===== src/rtl/tt_um_accum_seq_jellyant_if.sv =====
// Tile pin bundle for the accumulate sequencer: the operand/count byte, the
// strobe byte, and the result/status/output-enable bytes.
// master = the side driving the tile inputs, slave = the tile itself.
interface tt_um_accum_seq_jellyant_if;
    logic       ena;
    logic [7:0] ui_in;
    logic [7:0] uio_in;
    logic [7:0] uo_out;
    logic [7:0] uio_out;
    logic [7:0] uio_oe;

    modport master (
        output ena,
        output ui_in,
        output uio_in,
        input  uo_out,
        input  uio_out,
        input  uio_oe
    );

    modport slave (
        input  ena,
        input  ui_in,
        input  uio_in,
        output uo_out,
        output uio_out,
        output uio_oe
    );
endinterface


===== src/rtl/tt_um_accum_seq_jellyant.sv =====
// Accumulate sequencer for the shared 8-bit adder.
// A start latches a beat count from ui_in; that many valid beats are then
// summed through one adder (wrapping or saturating), with sticky overflow.
// done pulses one cycle after the final beat and the result stays on uo_out
// until the next accepted start.
// Optional feature macro: BEAT_TIMEOUT_EN -- adds an idle-beat watchdog in
// ACCUM that aborts the run and raises tmo_err after TIMEOUT_CYC idle cycles.
module tt_um_accum_seq_jellyant #(
    parameter int SATURATE    = 0,
    parameter int TIMEOUT_CYC = 255
) (
    input  logic                             clk,
    input  logic                             rst_n,
    tt_um_accum_seq_jellyant_if.slave        bus
);

    typedef enum logic [1:0] {
        ST_IDLE  = 2'd0,
        ST_ACCUM = 2'd1,
        ST_DONE  = 2'd2
    } state_t;

    // Last idle count before the watchdog fires (counter starts at 0).
    localparam logic [7:0] TMO_LAST = 8'(TIMEOUT_CYC - 32'sd1);

    // One adder beat: returns {carry, result}; result clamps on carry when saturating.
    function automatic logic [8:0] beat_add(input logic [7:0] a, input logic [7:0] b);
        logic [8:0] sum;
        sum = {1'b0, a} + {1'b0, b};
        if (sum[8] && (SATURATE != 32'sd0)) begin
            return {1'b1, 8'hFF};
        end else begin
            return sum;
        end
    endfunction

    state_t     state_r;
    logic [7:0] acc_r;
    logic [7:0] remaining_r;
    logic       ovf_r;
    logic       busy_r;
    logic       done_r;
    logic       tmo_bit_s;

    logic       start_s;
    logic       valid_s;
    logic       abort_s;
    logic [8:0] sum_s;
    logic       unused_s;

    assign start_s = bus.uio_in[0];
    assign valid_s = bus.uio_in[1];
    assign abort_s = bus.uio_in[2];
    assign sum_s   = beat_add(acc_r, bus.ui_in);

`ifdef BEAT_TIMEOUT_EN
    logic [7:0] idle_cnt_r;
    logic       tmo_err_r;
    assign tmo_bit_s = tmo_err_r;
    assign unused_s  = &{1'b0, bus.ena, bus.uio_in[7:3]};
`else
    assign tmo_bit_s = 1'b0;
    assign unused_s  = &{1'b0, bus.ena, bus.uio_in[7:3], TMO_LAST};
`endif

    // Sequencer FSM: state, accumulator, beat counter and registered status flags.
    always_ff @(posedge clk or negedge rst_n) begin
        if (!rst_n) begin
            state_r     <= ST_IDLE;
            acc_r       <= 8'd0;
            remaining_r <= 8'd0;
            ovf_r       <= 1'b0;
            busy_r      <= 1'b0;
            done_r      <= 1'b0;
`ifdef BEAT_TIMEOUT_EN
            idle_cnt_r  <= 8'd0;
            tmo_err_r   <= 1'b0;
`endif
        end else begin
            case (state_r)
                ST_IDLE: begin
                    done_r <= 1'b0;
                    if (start_s) begin
                        acc_r <= 8'd0;
                        ovf_r <= 1'b0;
`ifdef BEAT_TIMEOUT_EN
                        tmo_err_r  <= 1'b0;
                        idle_cnt_r <= 8'd0;
`endif
                        if (bus.ui_in != 8'd0) begin
                            remaining_r <= bus.ui_in;
                            state_r     <= ST_ACCUM;
                            busy_r      <= 1'b1;
                        end else begin
                            remaining_r <= 8'd0;
                            state_r     <= ST_DONE;
                            done_r      <= 1'b1;
                        end
                    end else begin
                        state_r <= ST_IDLE;
                    end
                end

                ST_ACCUM: begin
                    if (abort_s) begin
                        acc_r       <= 8'd0;
                        ovf_r       <= 1'b0;
                        remaining_r <= 8'd0;
                        busy_r      <= 1'b0;
                        state_r     <= ST_IDLE;
                    end else if (valid_s) begin
                        acc_r       <= sum_s[7:0];
                        ovf_r       <= ovf_r | sum_s[8];
                        remaining_r <= remaining_r - 8'd1;
`ifdef BEAT_TIMEOUT_EN
                        idle_cnt_r  <= 8'd0;
`endif
                        if (remaining_r == 8'd1) begin
                            busy_r  <= 1'b0;
                            done_r  <= 1'b1;
                            state_r <= ST_DONE;
                        end else begin
                            state_r <= ST_ACCUM;
                        end
                    end else begin
`ifdef BEAT_TIMEOUT_EN
                        if (idle_cnt_r == TMO_LAST) begin
                            tmo_err_r   <= 1'b1;
                            acc_r       <= 8'd0;
                            remaining_r <= 8'd0;
                            busy_r      <= 1'b0;
                            state_r     <= ST_IDLE;
                        end else begin
                            idle_cnt_r <= idle_cnt_r + 8'd1;
                        end
`else
                        state_r <= ST_ACCUM;
`endif
                    end
                end

                ST_DONE: begin
                    // Start is deliberately not sampled here; it must come in IDLE.
                    done_r  <= 1'b0;
                    state_r <= ST_IDLE;
                end

                default: begin
                    busy_r  <= 1'b0;
                    done_r  <= 1'b0;
                    state_r <= ST_IDLE;
                end
            endcase
        end
    end

    assign bus.uo_out  = acc_r;
    assign bus.uio_out = {tmo_bit_s, ovf_r, done_r, busy_r, 4'h0};
    assign bus.uio_oe  = 8'hF0;

endmodule

===== src/flat_wrapper.sv =====
// flat-port wrapper written by rule: the top's interface ports become plain ports
module tt_um_accum_seq_jellyant_flat 
#(
    parameter int SATURATE    = 0,
    parameter int TIMEOUT_CYC = 255
)
  (clk, rst_n, bus_ena, bus_ui_in, bus_uio_in, bus_uo_out, bus_uio_out, bus_uio_oe);
  tt_um_accum_seq_jellyant_if bus_i ();
  input  logic clk;
  input  logic rst_n;
  input wire logic [$bits(bus_i.ena)-1:0] bus_ena;
  input wire logic [$bits(bus_i.ui_in)-1:0] bus_ui_in;
  input wire logic [$bits(bus_i.uio_in)-1:0] bus_uio_in;
  output wire logic [$bits(bus_i.uo_out)-1:0] bus_uo_out;
  output wire logic [$bits(bus_i.uio_out)-1:0] bus_uio_out;
  output wire logic [$bits(bus_i.uio_oe)-1:0] bus_uio_oe;
  assign bus_i.ena = bus_ena;
  assign bus_i.ui_in = bus_ui_in;
  assign bus_i.uio_in = bus_uio_in;
  assign bus_uo_out = bus_i.uo_out;
  assign bus_uio_out = bus_i.uio_out;
  assign bus_uio_oe = bus_i.uio_oe;
  tt_um_accum_seq_jellyant #(.SATURATE(SATURATE), .TIMEOUT_CYC(TIMEOUT_CYC)) u_core (.clk(clk), .rst_n(rst_n), .bus(bus_i));
endmodule

===== config.mk =====
export PLATFORM = sky130hd
export DESIGN_NAME = tt_um_accum_seq_jellyant_flat
export DESIGN_NICKNAME = d
export VERILOG_FILES = /design/src/rtl/tt_um_accum_seq_jellyant_if.sv /design/src/rtl/tt_um_accum_seq_jellyant.sv /design/src/flat_wrapper.sv
export SDC_FILE = /design/constraint.sdc
export NUM_CORES = 1
export LEC_CHECK = 0
export ABC_AREA = 1
export CORE_MARGIN = 10
export CORE_UTILIZATION = 49
export CTS_CLUSTER_DIAMETER = 40
export DETAILED_ROUTE_END_ITERATION = 8
export GPL_TIMING_DRIVEN = 0
export PLACE_DENSITY = 0.8
export REMOVE_ABC_BUFFERS = 1
export SYNTH_ARGS = -nofsm -noshare
export SYNTH_HDL_FRONTEND = slang
export SYNTH_SLANG_ARGS = --single-unit
export TNS_END_PERCENT = 20

===== constraint.sdc =====
create_clock -name clk -period 2.1 [get_ports clk]
set_input_delay 0.21 -clock clk [delete_from_list [all_inputs] [get_ports clk]]
set_output_delay 0.21 -clock clk [all_outputs]
set_load 0.02 [all_outputs]

* Word-level counts from Yosys, hierarchy flattened
Index checks and enable logic that the tools add are counted.
** Cells by class
- $add $sub $neg :: 2
- Multipliers :: 0
- Divide/modulo/power cells :: 0
- Magnitude comparators :: 0
- Eq/ne operators :: 10
- Shifts and indexed selects :: 0
- Mux-type cells :: 31
- Bitwise logic cells :: 2
- Reductions and logical operators :: 6
** Operators with widths (count)
- $mux 8 :: 7
- $pmux 8 s2 :: 2
- $mux 1 :: 13
- $mux 2 :: 5
- $add 8x8->9 :: 1
- $eq 8x1->1 const B :: 1
- $reduce_bool 8->1 :: 1
- $sub 8x1->8 const B :: 1
- $ne 2x2->1 const B :: 3
- $reduce_and 3->1 :: 2
- $reduce_and 5->1 :: 1
- $ne 2x1->1 const B :: 2
- $pmux 1 s2 :: 2
- $pmux 2 s2 :: 1
- $ne 3x2->1 const B :: 1
- $ne 3x3->1 const B :: 1
- $pmux 1 s3 :: 1
- $eq 2x1->1 const B :: 1
- $eq 2x2->1 const B :: 1
- $logic_not 2->1 :: 1
- $reduce_bool 2->1 :: 1
- $not 1->1 :: 1
- $or 1x1->1 :: 1
** Storage, ports and cells
- Bits in registers :: 21
- Bits in latches :: 0
- RAM bits :: 0
- Bits in read-only memories :: 0
- Bits of input ports :: 19
- Word-level logic and storage cells :: 57
- Memories :: 0

* Longest topological paths before layout
Gate-level depths: netlist of the first run.
- Depth after elaboration :: 5
- Depth in mapped cells :: 9
- Gate-level depth less buffers :: 9

* Worst setup path after synthesis of the first run
OpenSTA, ideal clock, no wires.
- Kind :: reg2reg
- Start :: register u_core.acc_r[0] (netlist: u_core.bus.uo_out[0])
- End :: register u_core.acc_r[6] (netlist: u_core.bus.uo_out[6])
- Library setup time :: 0.117 ns
- Arrival :: 1.509 ns
- Slack :: 0.474 ns
- Cell stages (with the launch flop) :: 9
- Buffers on the path :: 0
- Period minus slack after synthesis :: 1.626 ns
- Cells stage by stage :: dfrtp_1 -> ha_1 -> fa_1 -> nand3_1 -> nand2_1 -> nand2_1 -> nand3_1 -> nand3_1 -> nand2_1
** Between the ends
- Word-level cells in the longest chain between the ends :: 4
** RTL lines
- from (decl) :: RTL line tt_um_accum_seq_jellyant.sv:38 : logic [7:0] acc_r;
- from (signal assigned) :: RTL line tt_um_accum_seq_jellyant.sv:112 : acc_r <= sum_s[7:0];
- $add 8x8->9 :: RTL line tt_um_accum_seq_jellyant.sv:29 : sum = {1'b0, a} + {1'b0, b};
- $mux 8 :: RTL line tt_um_accum_seq_jellyant.sv:111 : end else if (valid_s) begin
- $mux 8 :: RTL line tt_um_accum_seq_jellyant.sv:105 : if (abort_s) begin
- $pmux 8 s2 :: RTL line tt_um_accum_seq_jellyant.sv:80 : case (state_r)
Every way passes these cells. The select of a mux whose other input is x is not followed.
A chain may end at the register's enable or synchronous reset.

* Final worst setup path of the first run
Same ends and word-level chain as after synthesis.

==> flow_results.xml, run 1 <==
<?xml version="1.0" encoding="UTF-8"?>
<metrics>
  <group name="routing">
    <metric name="post-route-drc-count" unit="">0</metric>
    <metric name="post_route_ant_nets" unit="">0</metric>
    <metric name="via_count" unit="">1455</metric>
    <metric name="viasPerCell" unit="">4.818</metric>
    <metric name="routed_wirelength" unit="um">3603</metric>
    <metric name="wire_per_inst" unit="um">11.93</metric>
    <metric name="detail_route.iter0.violations" unit="">107</metric>
    <metric name="drt_pass1_iterations" unit="">4</metric>
  </group>
  <group name="yosys">
    <metric name="synthDistinctLibCells" unit="">27</metric>
    <metric name="post_synth_arst_share" unit="">1.000</metric>
    <metric name="total_of_flip_flops_plus_latches_after_synthesis" unit="">21</metric>
    <metric name="ys_warn_count" unit="">0</metric>
    <metric name="post_synth_instance_area" unit="sq mm">0.001652</metric>
    <metric name="synth.largest_area_cell" unit="">sky130_fd_sc_hd__dfrtp_1</metric>
    <metric name="post_synth_main_area_contributors" unit="">sky130_fd_sc_hd__dfrtp_1 (32%), sky130_fd_sc_hd__nand2_1 (16%), sky130_fd_sc_hd__ha_1 (7.6%)</metric>
    <metric name="synth_area_per_cell" unit="sq um">7.028</metric>
    <metric name="synth_ff_type" unit="">sky130_fd_sc_hd__dfrtp_1</metric>
    <metric name="synth_most_common_cell" unit="">sky130_fd_sc_hd__nand2_1</metric>
    <metric name="synth-seq-area-share" unit="">0.3182</metric>
    <metric name="synthesis.instances" unit="">235</metric>
    <metric name="yosys.area.top_type_share" unit="">0.3182</metric>
    <metric name="synth_edf_count" unit="">0</metric>
    <metric name="yosys-top-cells-count" unit="">sky130_fd_sc_hd__nand2_1 (70), sky130_fd_sc_hd__inv_1 (32), sky130_fd_sc_hd__dfrtp_1 (21), sky130_fd_sc_hd__nor2_1 (21), sky130_fd_sc_hd__nand3_1 (20)</metric>
  </group>
  <group name="worst_setup_path">
    <metric name="critical_path.startpoint" unit="">u_core.bus.uo_out[0]</metric>
    <metric name="critical_path.max_fanout" unit="">4</metric>
    <metric name="worstSetupEndpointType" unit="">register</metric>
    <metric name="worstSetupPathType" unit="">register to register</metric>
    <metric name="reg_to_reg_startpoint" unit="">u_core.bus.uo_out[0]</metric>
    <metric name="cp-start-kind" unit="">register</metric>
    <metric name="cp_data_arrival_time" unit="ps">1900</metric>
    <metric name="r2r.worst_path.cells" unit="">8</metric>
    <metric name="worst-endpoint-required" unit="ps">2320</metric>
  </group>
  <group name="grt">
    <metric name="total_global_routing_overflow" unit="">0</metric>
    <metric name="via_count_of_the_first_global_routing_pass" unit="">1399</metric>
    <metric name="grt_pass1_wl" unit="um">6368</metric>
    <metric name="grt_usage" unit="">0.1216</metric>
    <metric name="number_of_antenna_violations_at_the_first_check_in_global_routing" unit="">0</metric>
    <metric name="grt_start_max_net_pins" unit="">22</metric>
  </group>
  <group name="clock_network">
    <metric name="ctsLongestPathBuffers" unit="">2</metric>
    <metric name="cts_sinks" unit="">21</metric>
    <metric name="holdBufCountCts" unit="">0</metric>
    <metric name="postCtsSetupRepairBufs" unit="">0</metric>
    <metric name="post_cts_resized" unit="">0</metric>
    <metric name="cts.clk_slew.worst_paths" unit="ps">130</metric>
    <metric name="cts-root-buf" unit="">sky130_fd_sc_hd__clkbuf_4</metric>
    <metric name="h-tree-depth" unit="">1</metric>
    <metric name="clk-insertion-delay-late" unit="ps">310</metric>
    <metric name="cts_made_buffers" unit="">3</metric>
    <metric name="cts_tree" unit="">yes</metric>
  </group>
  <group name="die">
    <metric name="design.die.area" unit="sq mm">0.006093</metric>
    <metric name="core_rows" unit="">21</metric>
    <metric name="initial_utilization" unit="">0.5029</metric>
    <metric name="placeableCoreArea" unit="sq mm">0.003284</metric>
    <metric name="dieWidth" unit="um">78.06</metric>
    <metric name="dieHeight" unit="um">78.06</metric>
    <metric name="num_io_pins" unit="">43</metric>
  </group>
  <group name="layout">
    <metric name="non_filler_cell_area_final" unit="sq mm">0.001876</metric>
    <metric name="utilization" unit="">0.5710</metric>
    <metric name="area_growth" unit="%">13.56</metric>
    <metric name="nets" unit="">287</metric>
    <metric name="layout-drive-gt1-share" unit="">0.06250</metric>
    <metric name="antenna_cells_inserted" unit="">0</metric>
    <metric name="n_fill_cell" unit="">314</metric>
  </group>
  <group name="power_and_ir_drop">
    <metric name="sw_frac_of_total" unit="">0.4203</metric>
    <metric name="leakage" unit="uW">0.001022</metric>
    <metric name="clock_power_share" unit="">0.157</metric>
    <metric name="ir_drop" unit="mV">0.3280</metric>
    <metric name="int_pwr" unit="uW">760.1</metric>
    <metric name="powerDensity" unit="mW/mm^2">699.1</metric>
    <metric name="comb_power_share" unit="">0.433</metric>
    <metric name="power_frac_seq" unit="">0.409</metric>
    <metric name="p_sw" unit="uW">551.1</metric>
  </group>
  <group name="sta">
    <metric name="slew-limit-headroom" unit="">0.3507</metric>
    <metric name="max_slew.worst_pin.slew" unit="ps">970.8</metric>
    <metric name="finalSetupViolCount" unit="">0</metric>
    <metric name="worst_clock_skew" unit="ps">4.554</metric>
    <metric name="report.final.hold_viol_count" unit="">0</metric>
    <metric name="max_freq" unit="MHz">594.0</metric>
    <metric name="unrepaired_setup_endpoints_after_global_routing" unit="">false</metric>
    <metric name="final_critical_path_time_including_i_o_delays_and_setup" unit="ps">1683</metric>
    <metric name="report.final.slew_viol_count" unit="">0</metric>
    <metric name="final.hold.worst_slack" unit="ps">420.9</metric>
    <metric name="totalNegativeSetupSlack" unit="ps">0</metric>
    <metric name="min_period_over_period" unit="">0.8016</metric>
  </group>
  <group name="placement">
    <metric name="placement.cell_area" unit="sq mm">0.001849</metric>
    <metric name="finalWeightedCongestion" unit="">0.9119</metric>
    <metric name="placement.io_buffers" unit="">23</metric>
    <metric name="dpl.hpwl" unit="um">2889</metric>
  </group>
  <group name="job">
    <metric name="cap_viol_max_count" unit="">0</metric>
  </group>
  <group name="outcome">
    <metric name="run_status" unit="">complete, no violations</metric>
  </group>
  <group name="min_path">
    <metric name="holdCritPathClass" unit="">primary input to asynchronous set/reset pin</metric>
  </group>
</metrics>
-- power by group through the flow --
stage	Sequential, uW	Clock [uW]	Combinational, uW
2_1_floorplan	558	0	378
3_3_place_gp	542	0	556
3_5_place_dp	545	0	566
4_1_cts	537	209	568
5_1_grt	548	225	643
6_report	537	206	568
-- sequential cells by signal (all words and copies together) (netlist names) --
register	cells
u_core.busy_r	1
u_core.done_r	1
u_core.bus.uo_out	8
u_core.state_r	2
u_core.remaining_r	8
u_core.ovf_r	1
-- layer usage --
metal,track usage,vias up,share of wire
met2,0.1867,43,0.44
met3,0.03986,4,0.080
met5,0,-,0
met1,0.1578,651,0.46
met4,0.03763,0,0.012
li1,-,757,-
-- cell families after synthesis --
group,count (synthesis),synth area share
AND/OR/NAND/NOR,123,0.3242
buffers and inverters,50,0.1545
AO/OA/AOI/OAI,26,0.1000
XOR/XNOR,2,0.01061
flip-flops,21,0.3182
adder cells (fa/ha/maj),11,0.08788
other,2,0.004547
-- critical path, stage by stage (launching register included) --
cell and delay (ps):
sky130_fd_sc_hd__dfrtp_1 420, sky130_fd_sc_hd__ha_1 230, sky130_fd_sc_hd__fa_1 410, sky130_fd_sc_hd__nand3_1 100, sky130_fd_sc_hd__nand2_1 110, sky130_fd_sc_hd__nand2_1 100
sky130_fd_sc_hd__nand3_1 70, sky130_fd_sc_hd__nand3_1 90, sky130_fd_sc_hd__nand2_1 50
-- path summary, 6_finish.rpt --
| check | to | slack (ps) |
|---|---|---|
| setup / recovery | u_core.bus.uo_out[6] | 420 |
| hold / removal | u_core.bus.uo_out[6] | 420 |
| setup reg to reg | u_core.bus.uo_out[6] | 420 |
| hold reg to reg | u_core.busy_r | 500 |
| max in group asynchronous | u_core.remaining_r[6] | 1090 |
| min in group clk | u_core.busy_r | 500 |
-- cells in the final DEF, fill, tap and decap left out --
master                            synthesis  final
sky130_fd_sc_hd__clkdlybuf4s50_1          0     23
sky130_fd_sc_hd__nor2_4                   2      2
sky130_fd_sc_hd__dfrtp_1                 21     21
sky130_fd_sc_hd__conb_1                   2     13
sky130_fd_sc_hd__clkbuf_1                 0      1
sky130_fd_sc_hd__nand2_1                 70     70
sky130_fd_sc_hd__o21ai_1                  2      2
sky130_fd_sc_hd__o21ai_0                  6      6
sky130_fd_sc_hd__a22o_1                   2      2
sky130_fd_sc_hd__a21oi_1                  8      8
sky130_fd_sc_hd__xnor2_1                  2      2
sky130_fd_sc_hd__nand3_1                 20     20
sky130_fd_sc_hd__a21boi_1                 1      1
sky130_fd_sc_hd__nand2_2                  4      4
sky130_fd_sc_hd__or2_1                    1      1
sky130_fd_sc_hd__o211ai_1                 2      2
sky130_fd_sc_hd__nand4_1                  2      2
sky130_fd_sc_hd__ha_1                    10     10
sky130_fd_sc_hd__o22ai_1                  1      1
sky130_fd_sc_hd__o211ai_2                 1      1
sky130_fd_sc_hd__inv_1                   32     32
sky130_fd_sc_hd__clkbuf_4                 0      3
sky130_fd_sc_hd__fa_1                     1      1
sky130_fd_sc_hd__nand2_4                  2      2
sky130_fd_sc_hd__inv_2                    1      1
sky130_fd_sc_hd__nor3_1                   1      1
sky130_fd_sc_hd__o21ai_2                  3      3
sky130_fd_sc_hd__nor2_1                  21     21
-- stage by stage --
step	power (uW)	cells	setup WS [ps]
2_1_floorplan	936.2	229	473.6
3_3_place_gp	1098	298	181.2
3_5_place_dp	1111	298	167.7
4_1_cts	1314	302	431.0
5_1_grt	1417	302	309.1
6_report	1311	302	416.5
-- area by class of cell --
type	instances	area [sq um]	area share
Clock buffer	4	26.28	0.01401
Sequential cell	21	525.5	0.2802
Inverter	33	123.9	0.06604
Timing Repair Buffer	23	230.2	0.1227
Tap cell	46	57.56	0.03069
Multi-Input combinational cell	175	912.1	0.4863
(Power assumes the default switching activity.)
==> run 2: changes to the inputs <==
==> constraint.sdc (replaced) <==
create_clock -name clk -period 1.7 [get_ports clk]
set_input_delay 0.17 -clock clk [delete_from_list [all_inputs] [get_ports clk]]
set_output_delay 0.17 -clock clk [all_outputs]
set_load 0.02 [all_outputs]
==> flow_results.xml, run 2 (same netlist as run 1, synthesis figures left out) <==
<?xml version="1.0" encoding="UTF-8"?>
<metrics>
  <group name="layout">
    <metric name="storage_element_area" unit="sq um">525.5</metric>
    <metric name="utilization" unit="">0.5771</metric>
    <metric name="multi_input_area" unit="sq um">924.6</metric>
    <metric name="n_fill_cell" unit="">313</metric>
    <metric name="layout.cells.most_common_list" unit="">sky130_fd_sc_hd__nand2_1 (69), sky130_fd_sc_hd__inv_1 (32), sky130_fd_sc_hd__clkdlybuf4s50_1 (23)</metric>
    <metric name="non_filler_cell_area_final" unit="sq mm">0.001896</metric>
    <metric name="area_growth" unit="%">14.77</metric>
    <metric name="final-instance-count-excl-fill" unit="">303</metric>
    <metric name="antenna_cells_inserted" unit="">0</metric>
    <metric name="nets" unit="">288</metric>
    <metric name="layout_commonest_cell" unit="">sky130_fd_sc_hd__nand2_1</metric>
    <metric name="layout-drive-gt1-share" unit="">0.07393</metric>
  </group>
  <group name="grt">
    <metric name="grt_pass1_wl" unit="um">6368</metric>
    <metric name="grt_usage" unit="">0.1216</metric>
    <metric name="grt_start_max_net_pins" unit="">22</metric>
    <metric name="via_count_of_the_first_global_routing_pass" unit="">1399</metric>
    <metric name="total_global_routing_overflow" unit="">0</metric>
    <metric name="number_of_antenna_violations_at_the_first_check_in_global_routing" unit="">0</metric>
  </group>
  <group name="clock_network">
    <metric name="ctsLongestPathBuffers" unit="">2</metric>
    <metric name="h-tree-depth" unit="">1</metric>
    <metric name="cts-root-buf" unit="">sky130_fd_sc_hd__clkbuf_4</metric>
    <metric name="cts_made_buffers" unit="">3</metric>
    <metric name="cts_sinks" unit="">21</metric>
    <metric name="cts_tree" unit="">yes</metric>
    <metric name="cts.clk_slew.worst_paths" unit="ps">130</metric>
    <metric name="clk-insertion-delay-late" unit="ps">310</metric>
    <metric name="holdBufCountCts" unit="">0</metric>
  </group>
  <group name="die">
    <metric name="dieHeight" unit="um">78.06</metric>
    <metric name="initial_utilization" unit="">0.5029</metric>
    <metric name="num_io_pins" unit="">43</metric>
    <metric name="design.die.area" unit="sq mm">0.006093</metric>
    <metric name="dieWidth" unit="um">78.06</metric>
    <metric name="core_rows" unit="">21</metric>
    <metric name="placeableCoreArea" unit="sq mm">0.003284</metric>
  </group>
  <group name="power_and_ir_drop">
    <metric name="powerDensity" unit="mW/mm^2">862.1</metric>
    <metric name="total_power" unit="uW">1634</metric>
    <metric name="leakage" unit="uW">0.001026</metric>
    <metric name="ir_drop" unit="mV">0.4074</metric>
  </group>
  <group name="routing">
    <metric name="drt_pass1_iterations" unit="">4</metric>
    <metric name="routed_wirelength" unit="um">3704</metric>
    <metric name="wire_per_inst" unit="um">12.22</metric>
    <metric name="via_count" unit="">1454</metric>
    <metric name="detail_route.iter0.violations" unit="">100</metric>
    <metric name="post_route_ant_nets" unit="">0</metric>
    <metric name="viasPerCell" unit="">4.799</metric>
    <metric name="post-route-drc-count" unit="">0</metric>
  </group>
  <group name="sta">
    <metric name="unrepaired_setup_endpoints_after_global_routing" unit="">false</metric>
    <metric name="finalSetupViolCount" unit="">0</metric>
    <metric name="report.final.slew_viol_count" unit="">0</metric>
    <metric name="min_period_over_period" unit="">0.9375</metric>
    <metric name="report.final.hold_viol_count" unit="">0</metric>
    <metric name="max_freq" unit="MHz">627.5</metric>
    <metric name="totalNegativeSetupSlack" unit="ps">0</metric>
    <metric name="final_critical_path_time_including_i_o_delays_and_setup" unit="ps">1594</metric>
    <metric name="slew-limit-headroom" unit="">0.3475</metric>
    <metric name="max_slew.worst_pin.slew" unit="ps">975.7</metric>
    <metric name="worst_clock_skew" unit="ps">7.749</metric>
  </group>
  <group name="worst_setup_path">
    <metric name="timing.critical_path.slowest_cell_delay" unit="ps">430</metric>
    <metric name="critical_path.max_fanout" unit="">4</metric>
    <metric name="crit_path_max_delay_family" unit="">adder cells</metric>
    <metric name="path_common_cell" unit="">sky130_fd_sc_hd__nand3_1</metric>
    <metric name="critPathBufInv" unit="">0</metric>
    <metric name="critical_path.cell_chain" unit="">ha_1 &gt; fa_2 &gt; nand3_1 &gt; nand2_2 &gt; nand2_1 &gt; nand3_1 &gt; nand3_1 &gt; nand2_1</metric>
    <metric name="worst-endpoint-required" unit="ps">1920</metric>
    <metric name="cp-start-kind" unit="">register</metric>
    <metric name="critPathSlowestCell" unit="">sky130_fd_sc_hd__dfrtp_1</metric>
    <metric name="cp_data_arrival_time" unit="ps">1810</metric>
    <metric name="worstSetupEndpointType" unit="">register</metric>
    <metric name="worstSetupPathType" unit="">register to register</metric>
  </group>
  <group name="placement">
    <metric name="dpl.hpwl" unit="um">2889</metric>
    <metric name="finalWeightedCongestion" unit="">0.9119</metric>
    <metric name="placement.cell_area" unit="sq mm">0.001849</metric>
    <metric name="post-place-cells" unit="">298</metric>
    <metric name="placement.io_buffers" unit="">23</metric>
  </group>
  <group name="min_path">
    <metric name="holdCritPathClass" unit="">primary input to asynchronous set/reset pin</metric>
  </group>
  <group name="outcome">
    <metric name="run_status" unit="">complete, no violations</metric>
  </group>
  <group name="job">
    <metric name="cap_viol_max_count" unit="">0</metric>
  </group>
</metrics>
## run 2: cell types whose count changed in the layout (fill, tap and decap cells not counted), sizes merged
cell and delta:
buf +1
## run 2: final timing paths
check                                startpoint               endpoint  slack (ps)  depth (start not counted)
max                        u_core.bus.uo_out[0]   u_core.bus.uo_out[6]         110                          8
min                                       rst_n   u_core.bus.uo_out[6]         380                          1
max reg2reg                u_core.bus.uo_out[0]   u_core.bus.uo_out[6]         110                          8
min reg2reg                       u_core.busy_r          u_core.busy_r         500                          2
max in group asynchronous                 rst_n  u_core.remaining_r[6]         730                          1
min in group clk                  bus_uio_in[0]      u_core.state_r[1]         490                          3
## run 2: metal layers
layer,track usage,up-vias,wire [um]
met4,0.03763,0,32
met1,0.1578,647,1686
li1,-,756,-
met5,0,-,0
met2,0.1867,49,1672
met3,0.03986,2,313
## run 2: worst reg2reg max path: stages, from the launching register on
cell and delay (ps):
sky130_fd_sc_hd__dfrtp_1 430, sky130_fd_sc_hd__ha_1 230, sky130_fd_sc_hd__fa_2 360, sky130_fd_sc_hd__nand3_1 110, sky130_fd_sc_hd__nand2_2 80, sky130_fd_sc_hd__nand2_1 90, sky130_fd_sc_hd__nand3_1 70, sky130_fd_sc_hd__nand3_1 90
sky130_fd_sc_hd__nand2_1 50
## run 2: layout make-up
type | instances | area share
tap | 46 | 0.03036
sequential | 21 | 0.2772
multi-input combinational | 175 | 0.4878
timing repair buffer | 24 | 0.1254
inverter | 33 | 0.06535
clock buffer | 4 | 0.01386
## run 2: stage by stage
stage | setup WS (ps) | hold slack [ps]
2_1_floorplan | 73.59 | -125.6
4_1_cts | 31.03 | 412.8
5_1_grt | 8.140 | 458.2
6_report | 106.3 | 382.8
3_5_place_dp | -192.3 | 466.2
3_3_place_gp | -178.8 | 459.5
## run 2: what timing repair did
item                                    in CTS  in global routing
endpoints found under the setup margin       0                  4
gates resized for setup                      0                  3
setup buffers                                0                  1
## run 2: where the power goes
group / internal (uW) / total (uW) / switching, uW
registers: 584 / 665 / 81.0
logic: 269 / 715 / 446
clock network: 91.6 / 255 / 163
total: 945 / 1630 / 690
==> edit 1 (flow settings as in run 1) <==
Build with the macro `BEAT_TIMEOUT_EN` defined.
--- a/src/rtl/tt_um_accum_seq_jellyant.sv
+++ b/src/rtl/tt_um_accum_seq_jellyant.sv
@@ -5,6 +5,8 @@
 // until the next accepted start.
 // Optional feature macro: BEAT_TIMEOUT_EN -- adds an idle-beat watchdog in
 // ACCUM that aborts the run and raises tmo_err after TIMEOUT_CYC idle cycles.
+`define BEAT_TIMEOUT_EN
+
 module tt_um_accum_seq_jellyant #(
     parameter int SATURATE    = 0,
     parameter int TIMEOUT_CYC = 255
Check against the original RTL: same outputs for any inputs over 10 cycles, from zero or initial values and one cycle with rst_n low; that may be too few to reach the edited logic, so the function may still have changed.
==> edit 1 against run 1 <==
Sequential cell count grew 9; sequential share of layout area grew 1.8 points; core utilization up 0.34 points; area after synthesis increased by 36%; power rose by 45%; worst setup slack worse by 0.19 ns; hold slack better by 0.071 ns; die area rose by 26%; count of clock-buffer cells in the layout is 3 higher; fmax down 10%; routed wire length is 37% higher; cell area increased by 34%; critical path type unchanged.
==> edit 1: results <==
metrics = {
    "clock_tree": {
        "post_cts_buffers": 0,
        "clock_latency_ns": 0.29,
        "cts_root_buf": "clkbuf_8",
        "htree_num_levels": 2,
        "clockBufferDepth": 2,
        "cts_buffers": 5,
        "clkTransAtPathRegs_ns": 0.07,
    },
    "synth": {
        "muxShareOfSynthArea_pct": 0,
        "synth_ff_type": "dfrtp_1",
        "synth_fa_ha_area_share_pct": 7.60,
        "synth_compound_area_share_pct": 7.93,
        "ys.warnings.count": 0,
        "synthTopCellsByCount": "nand2_1 (104), nor2_1 (36), inv_1 (34)",
        "avgSynthCellArea_um2": 6.89,
        "synth_area_leaders": "dfrtp_1 (34%), nand2_1 (17%), ha_1 (6.7%), buf_4 (6.4%), nand3_1 (6.3%)",
        "synth_xor_area_share_pct": 1.56,
        "synth.distinct_cells": 31,
        "async_flop_share_pct": 100,
        "yosysSeqAreaShare_pct": 33.5,
    },
    "grt": {
        "use_met3_pct": 4.27,
        "gr-usage-met2_pct": 20.6,
        "grt_use_total_pct": 13.4,
        "grt_start_max_net_pins": 31,
        "grt_pass1_wl_um": 8280,
        "gr-usage-met1_pct": 17.2,
        "grt_pass1_vias": 1764,
        "antenna_found_initial": 0,
    },
    "cells_and_area": {
        "drive_gt1_share_pct": 6.94,
        "diodes": 0,
        "final_nets": 377,
        "seqCellArea_um2": 751,
        "num-fill-cells": 423,
        "fin_cells": 398,
    },
    "placement": {
        "dpl_worst_slack_ns": 0.0802,
        "portBuffers": 24,
        "dp.final_hpwl_um": 3720,
        "gp_congestion": 0.882,
        "place_inst": 389,
        "place_area_mm2": 0.00241,
    },
    "power_and_ir_drop": {
        "irDropWorstVdd_uv": 410,
        "p_leak_nw": 1.31,
    },
    "worst_setup_path": {
        "crit_path_top_delay_cell": "o21ai_2",
        "cp_max_fo": 11,
        "max_stage_delay_ns": 0.42,
        "critPathArrivalTime_ns": 2.05,
        "crit_family": "simple AND/OR/NAND/NOR gates",
    },
    "drt": {
        "drt_pass1_iterations": 4,
        "dr_wl_met2_um": 2180,
        "wl_per_cell_um": 12.4,
        "wl_met1_um": 2350,
        "wl_met3_um": 345,
        "detail_route.iter0.violations": 87,
        "via_count": 1967,
    },
    "sta": {
        "clock-skew-final_ns": 0.00434,
        "relSlewSlack_pct": 54.0,
    },
    "min_path": {
        "hold_class": "reg2reg",
    },
    "outcome": {
        "status": "completed",
    },
}
## edit 1: cell types whose count changed after synthesis, moves of 3 or more
cell | run 1 | this run
dfrtp_1 | 21 | 30
o21ai_0 | 6 | 14
nand3_1 | 20 | 28
nor2_1 | 21 | 36
nand2_1 | 70 | 104
buf_4 | 16 | 19
nand4_1 | 2 | 5
nand3b_1 | 0 | 3
nor2_2 | 0 | 3
## edit 1: repair_timing
item,4_1_cts,5_1_grt
endpoints found under the setup margin,0,2
gates resized for setup,0,1
hold endpoints to repair,30,0
hold buffers,1,0
## edit 1: cell type report
type,count,area share [%]
Clock buffer,7,3.43
Inverter,35,5.37
Timing Repair Buffer,25,9.74
Sequential cell,30,29.8
Tap cell,52,2.58
Clock inverter,1,0.199
Multi-Input combinational cell,248,48.9
## edit 1: where the power goes
| group | internal (mW) | switching (mW) |
|---|---|---|
| clock network | 0.264 | 0.226 |
| logic | 0.246 | 0.421 |
| registers | 0.660 | 0.0823 |
| total | 1.17 | 0.729 |
## edit 1: final timing paths
| path | cells past startpoint | slack [ns] | startpoint | endpoint |
|---|---|---|---|---|
| worst max-delay path | 7 | 0.23 | u_core.state_r[0] | u_core.idle_cnt_r[3] |
| worst min-delay path | 2 | 0.49 | u_core.remaining_r[1] | u_core.remaining_r[1] |
| worst max register to register | 7 | 0.23 | u_core.state_r[0] | u_core.idle_cnt_r[3] |
| worst min register to register | 2 | 0.49 | u_core.remaining_r[1] | u_core.remaining_r[1] |
| max in group asynchronous | 2 | 1.16 | rst_n | u_core.tmo_bit_s |
| min in group asynchronous | 2 | 0.50 | rst_n | u_core.remaining_r[0] |
==> edit 2 (settings of run 1) <==
Without the edit above. Make the reset (`rst_n`) synchronous in one clocked block.
--- a/src/rtl/tt_um_accum_seq_jellyant.sv
+++ b/src/rtl/tt_um_accum_seq_jellyant.sv
@@ -64,7 +64,7 @@
 `endif
 
     // Sequencer FSM: state, accumulator, beat counter and registered status flags.
-    always_ff @(posedge clk or negedge rst_n) begin
+    always_ff @(posedge clk) begin
         if (!rst_n) begin
             state_r     <= ST_IDLE;
             acc_r       <= 8'd0;
Function: differs if rst_n is asserted again (counterexample within 4 cycles, from zero or initial values and one cycle with rst_n low); with rst_n held inactive, the same outputs for 10 cycles.
==> edit 2 against run 1 <==
Sequential cell count unchanged; cell area shrank 5.7%; non-clock buffer count is the same; area after synthesis decreased by 5.9%; synthesized cell count decreased by 1.3%; fmax rose by 4.7%; routed wire length decreased by 3.3%; critical path type is now reg2out; worst setup slack better by 0.075 ns.
Power is not compared: it rests on default switching activity, and its combinational part moved more than twofold at a synthesized area within 25%.
==> edit 2: results <==
metrics = {
    "worst_setup_path": {
        "ff2ff_setup_slack_ns": 0.51,
        "rr_startpoint": "u_core.bus.uo_out[0]",
        "critPathArrivalTime_ns": 1.40,
        "startpoint": "u_core.bus.uo_out[1]",
        "worstSetupEndpoint": "bus_uo_out[1]",
        "crit_path_top_delay_cell": "clkdlybuf4s50_1",
        "max_stage_delay_ns": 0.64,
        "regToRegEndpoint": "u_core.bus.uo_out[4]",
        "crit_family": "buffers and inverters",
        "reg2reg_depth": 6,
    },
    "drt": {
        "via_count": 1441,
        "viasPerCell": 4.88,
        "drt-total-wl_um": 3480,
        "detail_route.iter0.violations": 110,
    },
    "clock_tree": {
        "cts_root_buf": "clkbuf_4",
        "clkTransAtPathRegs_ns": 0.13,
        "hold_buffers": 0,
        "clockBufferDepth": 2,
    },
    "placement": {
        "dp.final_hpwl_um": 2700,
        "place_area_mm2": 0.00174,
        "gp_congestion": 0.874,
    },
    "synth": {
        "syn_inst": 232,
        "synth_area_leaders": "dfxtp_1 (27%), nand2_1 (14%), a21oi_1 (8.1%), ha_1 (8.1%), nand3_1 (7.7%)",
        "synth_ff_type": "dfxtp_1",
        "yosysSeqAreaShare_pct": 27.1,
        "async_flop_share_pct": 0,
        "synth.distinct_cells": 29,
    },
    "cells_and_area": {
        "drive_gt1_share_pct": 4.78,
        "final_nets": 282,
        "diodes": 0,
    },
    "grt": {
        "grt_start_max_net_pins": 16,
        "grt_pass1_wl_um": 6130,
        "grt_use_total_pct": 12.1,
    },
    "min_path": {
        "hold_class": "reg2reg",
    },
    "sta": {
        "clock-skew-final_ns": 0.00761,
    },
    "outcome": {
        "status": "completed",
    },
}
[edit 2: cell count changes in the layout (fill, tap and decap cells not counted), moves of 4 or more]
cell,change
nand2_1,-11
dfrtp_1,-21
nor2_1,-7
inv_1,-5
a21oi_1,+17
dfxtp_1,+21
nand3_1,+4
[edit 2: cell families (layout without fill, tap and decap cells)]
| logic type | after synthesis | count (layout) | synth area share (%) |
|---|---|---|---|
| and+or+nand+nor | 107 | 107 | 30.5 |
| buffers and inverters | 48 | 56 | 16.3 |
| AOI/OAI and AO/OA | 40 | 40 | 14.7 |
| DFF | 21 | 21 | 27.1 |
| adders and majority gates | 11 | 11 | 9.34 |
| xor gates and xnor gates | 3 | 3 | 1.69 |
| other | 2 | 13 | 0.483 |
[edit 2: metal layers]
layer | global-route usage (%) | wire [um] | vias up
met5 | 0 | 0 | -
met4 | 4.46 | 55 | 0
met3 | 3.30 | 265 | 4
met2 | 19.3 | 1470 | 47
met1 | 15.2 | 1700 | 620
li1 | - | - | 770
[edit 2: cell type report]
| type | count | area, um^2 |
|---|---|---|
| fillers | 306 | 1280 |
| multi-input cells | 174 | 922 |
| flip-flops and latches | 21 | 420 |
| repair buffers | 23 | 230 |
| inverters | 29 | 114 |
| well taps | 44 | 55.1 |
| clock buffers | 3 | 22.5 |
| clock inverters | 1 | 5.00 |
[edit 2: through the flow]
step	power (mW)	setup slack, ns	hold WS (ns)
after global placement	0.702	0.193	0.437
after global routing	0.972	0.388	0.484
after detailed placement	0.706	0.162	0.443
final	0.907	0.492	0.454
after CTS	0.915	0.483	0.462
after floorplan	0.627	0.552	0.331
